--- src/rtl/uart_tx_arbiter.sv ---
// Round-robin, packet-granular arbiter that shares one UART byte transmitter between NUM_REQ requesters.
// Optional owner-stall eviction is built only when UART_TX_ARB_TIMEOUT_EN is defined.
module uart_tx_arbiter #(
    parameter int NUM_REQ        = 4,
    parameter int GAP_CYCLES     = 234,
    parameter int TIMEOUT_CYCLES = 2700000
) (
    input  logic                   clk,
    input  logic                   rst_n,
    input  logic [NUM_REQ-1:0]     req_valid,
    input  logic [8*NUM_REQ-1:0]   req_data,
    input  logic [NUM_REQ-1:0]     req_last,
    output logic [NUM_REQ-1:0]     req_ready,
    output logic                   tx_valid,
    output logic [7:0]             tx_data,
    input  logic                   tx_ready,
    output logic [NUM_REQ-1:0]     grant,
    output logic                   busy,
    output logic                   timeout_err
);

    localparam int PTR_W = (NUM_REQ > 1) ? $clog2(NUM_REQ) : 1;
    localparam int GAP_W = (GAP_CYCLES > 1) ? $clog2(GAP_CYCLES) : 1;
    localparam logic [GAP_W-1:0] GAP_LAST = GAP_W'((GAP_CYCLES > 0) ? GAP_CYCLES - 1 : 0);

    typedef enum logic [1:0] {
        IDLE,
        XFER,
        GAP
    } arbState;

    arbState          state;
    logic [PTR_W-1:0] rrPtr;
    logic [PTR_W-1:0] ownerIdx;
    logic [PTR_W-1:0] winIdx;
    logic [PTR_W-1:0] nextPtr;
    logic [PTR_W:0]   scanSum;
    logic [GAP_W-1:0] gapCnt;
    logic             ownerLast;
    logic             handshake;
    logic             evict;
    logic             releaseNow;

    // The byte path is a pure mux on the registered grant, so bytes pass with no added latency.
    assign tx_valid  = |(grant & req_valid);
    assign req_ready = grant & {NUM_REQ{tx_ready}};
    assign ownerLast = |(grant & req_last);
    assign handshake = tx_valid && tx_ready;

    always_comb begin
        // NOTE: defaults first; an always_comb path that leaves a variable unassigned infers a latch.
        tx_data = '0;
        for (int i = 0; i < NUM_REQ; i++) begin
            if (grant[i]) begin
                tx_data = req_data[8*i +: 8];
            end
        end
    end

    // Scan in reverse priority order so the requester closest to rrPtr is written last and wins.
    always_comb begin
        winIdx  = rrPtr;
        scanSum = '0;
        for (int i = NUM_REQ - 1; i >= 0; i--) begin
            scanSum = {1'b0, rrPtr} + (PTR_W+1)'(i);
            if (scanSum >= (PTR_W+1)'(NUM_REQ)) begin
                scanSum = scanSum - (PTR_W+1)'(NUM_REQ);
            end
            if (req_valid[scanSum[PTR_W-1:0]]) begin
                winIdx = scanSum[PTR_W-1:0];
            end
        end
    end

    assign nextPtr    = (ownerIdx == PTR_W'(NUM_REQ - 1)) ? '0 : ownerIdx + 1'b1;
    assign releaseNow = (state == XFER) && ((handshake && ownerLast) || evict);

`ifdef UART_TX_ARB_TIMEOUT_EN
    localparam int TO_W = (TIMEOUT_CYCLES > 1) ? $clog2(TIMEOUT_CYCLES) : 1;
    localparam logic [TO_W-1:0] TO_LAST = TO_W'(TIMEOUT_CYCLES - 1);

    logic [TO_W-1:0] stallCnt;
    logic            timeoutPulse;

    // Only cycles where the owner has nothing to offer count; serializer backpressure never does.
    assign evict       = (state == XFER) && !tx_valid && (stallCnt == TO_LAST);
    assign timeout_err = timeoutPulse;

    always_ff @(posedge clk or negedge rst_n) begin
        if (!rst_n) begin
            stallCnt     <= '0;
            timeoutPulse <= 1'b0;
        end else begin
            timeoutPulse <= evict;
            if (state != XFER || tx_valid || evict) begin
                stallCnt <= '0;
            end else begin
                stallCnt <= stallCnt + 1'b1;
            end
        end
    end
`else
    assign evict       = 1'b0;
    assign timeout_err = 1'b0;
`endif

    always_ff @(posedge clk or negedge rst_n) begin
        // NOTE: registered state uses non-blocking assignments so every flop samples pre-edge values.
        if (!rst_n) begin
            state    <= IDLE;
            grant    <= '0;
            ownerIdx <= '0;
            rrPtr    <= '0;
            gapCnt   <= '0;
            busy     <= 1'b0;
        end else begin
            case (state)
                IDLE: begin
                    if (|req_valid) begin
                        grant    <= NUM_REQ'(1) << winIdx;
                        ownerIdx <= winIdx;
                        state    <= XFER;
                        busy     <= 1'b1;
                    end
                end
                XFER: begin
                    if (releaseNow) begin
                        grant  <= '0;
                        rrPtr  <= nextPtr;
                        gapCnt <= '0;
                        if (GAP_CYCLES > 0) begin
                            state <= GAP;
                        end else begin
                            state <= IDLE;
                            busy  <= 1'b0;
                        end
                    end
                end
                GAP: begin
                    if (gapCnt == GAP_LAST) begin
                        gapCnt <= '0;
                        state  <= IDLE;
                        busy   <= 1'b0;
                    end else begin
                        gapCnt <= gapCnt + 1'b1;
                    end
                end
                default: begin
                    state <= IDLE;
                    grant <= '0;
                    busy  <= 1'b0;
                end
            endcase
        end
    end

endmodule

--- config.mk ---
export PLATFORM = sky130hd
export DESIGN_NAME = uart_tx_arbiter
export DESIGN_NICKNAME = d
export VERILOG_FILES = /design/src/rtl/uart_tx_arbiter.sv
export SDC_FILE = /design/constraint.sdc
export NUM_CORES = 1
export LEC_CHECK = 0
export ABC_AREA = 1
export BUFFER_PORTS_ARGS = -buffer_cell sky130_fd_sc_hd__buf_4
export CORE_AREA = 8 8 82 84
export CTS_CLUSTER_SIZE = 20
export DETAILED_ROUTE_END_ITERATION = 10
export DIE_AREA = 0 0 90 92
export PLACE_DENSITY = 0.5
export SLEW_MARGIN = 5
export SYNTH_ARGS = -nofsm -noshare
export SYNTH_HDL_FRONTEND = slang
export SYNTH_SLANG_ARGS = --single-unit
--- constraint.sdc ---
create_clock -name clk -period 1.5 [get_ports clk]
set_clock_uncertainty 0.15 [all_clocks]
set_input_delay 0.15 -clock clk [delete_from_list [all_inputs] [get_ports clk]]
set_output_delay 0.15 -clock clk [all_outputs]
set_load 0.1 [all_outputs]
==> flow_summary.toml <==
[status]
status = "finished, violations left"
violations = "setup timing"

[sta]
timing.final.crit_share_pct = 122
fin_ws_ps = -329
setup_violations = 32
hold_viol_final = 0
rsz0062_at_grt = "true"
final-max-slew-violation-count = 0
fmax_ghz = 0.547
fin_crit_ps = 1830

[power_and_ir_drop]
seq_power_share_pct = 14.1
p_switching_mw = 3.48
p_clk_share_pct = 5.6
power_mw = 6.35
power.density_mw_per_mm2 = 2140
sw_frac_of_total_pct = 54.7
comb_power_share_pct = 80.3
p_int_mw = 2.88
ir_drop_mv = 0.921
total_leakage_power_nw = 1.46

[critical_path]
rrSetupSlack_ps = -230
arrival_ps = 1530
start_kind = "flop"
critPathKind = "flop to output port"
cp_max_fo = 8
r2r_cells = 8
end_kind = "output port"
crit_required_ps = 1200

[die]
core_mm2 = 0.00541
die_h_um = 92
die_x_um = 90
row_count = 27
die_area_mm2 = 0.00828
ioPinCount = 62
start_util_pct = 28.8

[cells_and_area]
layout.cells.non_filler = 419
fin_util_pct = 54.9
design_area_mm2 = 0.00297
syn2layout_area_growth_pct = 90.6
nNetsFinal = 394
drive_gt1_share_pct = 52.7
antenna_cells = 0

[drt]
drt_wl_total_um = 5340
avgViaCountPerCell = 4.56
ant_nets = 0
drt_iter0_drc = 45
wl_per_cell_um = 12.8
drtPass1Iterations = 4
drc_errors = 0
vias = 1909

[synthesis]
syn-num-nets = 292
async_flop_share_pct = 100
ys_seq_area_share_pct = 30.5
synthFlopType = "dfrtp_1"
synthTopCellsByArea = "dfrtp_1 (31%), nand2_1 (22%), nand3_1 (6.7%), inv_1 (6.0%), a21oi_1 (5.8%)"
synth_edf_count = 0
ys_seq_elements = 19
postSynthAreaPerCell_um2 = 6.33
synth.top_cell.area_share_pct = 30.5
synth_top_area_cell = "dfrtp_1"
syn_area_mm2 = 0.00156
synth.distinct_cells = 31
syn-instance-count = 246
synth_warnings = 0

[grt]
grt-ovfl-total = 0
grtUsageTotal_pct = 12.8
grt_pass1_vias = 1825
grt_max_degree = 20
grt_pass1_wl_um = 8910
antenna_found_initial = 0

[placed_design]
dpl_cell_area_mm2 = 0.00251
placed_cells = 404
gp_congestion = 0.785
place_hpwl_um = 4140
port_buffers = 60

[clock_network]
cts.sinks = 19
clock-root-buffer = "clkbuf_8"
cts.clk_slew.worst_paths_ps = 70
worstSkewPairLatency_ps = 250
htreeDepth = 1
cts_tree = "built"
numCtsBuffers = 3
clock_path_buffers = 2

[worst_hold_path]
hold_class = "primary input to async pin"

[run]
cap_violations = 0
[cell usage after synthesis (2+ instances only)]
cell type / number
nand4_1: 4
nand3_1: 21
a21oi_1: 18
inv_1: 25
dfrtp_1: 19
nand2_2: 13
or2_2: 2
nor2_1: 18
nand2_1: 93
o21ai_1: 2
o21ai_0: 4
inv_2: 2
clkbuf_1: 3
xor2_1: 3
ha_1: 3
[flip-flops by register name (all words and copies together), names as in the netlist]
signal and flops:
busy 1, gapCnt 8, grant 4, ownerIdx 2
rrPtr 2, state 2
[timing repair]
action | CTS | global route
hold endpoints to repair | 19 | 0
hold buffers | 1 | 0
pin swaps | 11 | 12
buffers inserted | 8 | 2
setup endpoints to repair | 30 | 33
gates resized for setup | 67 | 19
[kinds of logic after synthesis]
| kind of cell | Yosys count | synth area share (%) |
|---|---|---|
| AND/OR/NAND/NOR | 157 | 44.2 |
| buffers and inverters | 34 | 9.48 |
| AO/OA/AOI/OAI | 29 | 11.5 |
| flip-flops | 19 | 30.5 |
| XOR/XNOR | 3 | 1.69 |
| adder cells (fa/ha/maj) | 3 | 2.41 |
| other | 1 | 0.241 |
[power by group through the flow]
stage          clock, mW  combinational (mW)  sequential (mW)
5_1_grt            0.395                5.43            0.924
4_1_cts            0.373                4.97            0.894
3_3_place_gp           0                4.21            0.914
2_1_floorplan          0                2.83             1.23
6_report           0.358                5.10            0.895
3_5_place_dp           0                4.23            0.913
[cell type report]
cell class	count	area (um^2)
clock buffer	4	45.0
fill	535	2440
inverter	28	135
multi-input combinational	193	1220
sequential	19	490
tap	72	90.1
timing repair buffer	103	988
[through the flow]
stage	worst slack (ps)	hold WS [ps]	TNS, ps
2_1_floorplan	-656	-296	-13640
3_3_place_gp	-145	-104	-1850
3_5_place_dp	-152	-105	-2010
4_1_cts	-354	160	-6320
5_1_grt	-437	171	-9200
6_report	-329	155	-6370
[worst max-delay path: stages, from the launching register on]
cell and delay, ps:
dfrtp_4 500, nor2_4 190, a221oi_2 100, o31ai_4 270, buf_12 210
[path summary, 6_finish.rpt]
kind / start / endpoint
hold / removal: rst_n / busy$_DFFE_PN0P_
min in group clk: tx_ready / gapCnt[6]$_DFFE_PN0P_
setup reg to reg: grant[1]$_DFFE_PN0P_ / gapCnt[3]$_DFFE_PN0P_
setup / recovery: grant[1]$_DFFE_PN0P_ / tx_data[6]
max in group asynchronous: rst_n / grant[3]$_DFFE_PN0P_
hold reg to reg: busy$_DFFE_PN0P_ / busy$_DFFE_PN0P_
[layer usage]
layer / global-route usage [%] / share of wire [%]
met3: 2.36 / 6.3
met1: 17.2 / 47
met4: 2.91 / 0.71
met5: 0 / 0
met2: 20.7 / 46
[cell usage in the layout, fill, tap and decap left out, types with 2 or more instances in the layout]
cell,n
buf_12,14
nand3_1,12
inv_1,19
nand2_4,8
nand3_2,9
clkinvlp_4,4
or2_2,2
nand4_1,4
buf_4,79
a21oi_4,7
buf_6,8
dfrtp_4,4
ha_1,3
nand2_1,70
a21oi_1,10
nand2_2,28
clkbuf_8,3
inv_2,3
xor2_1,3
dfrtp_1,15
nor2_1,17
o21ai_1,6
Note: power is estimated with default switching activity, not from simulation.
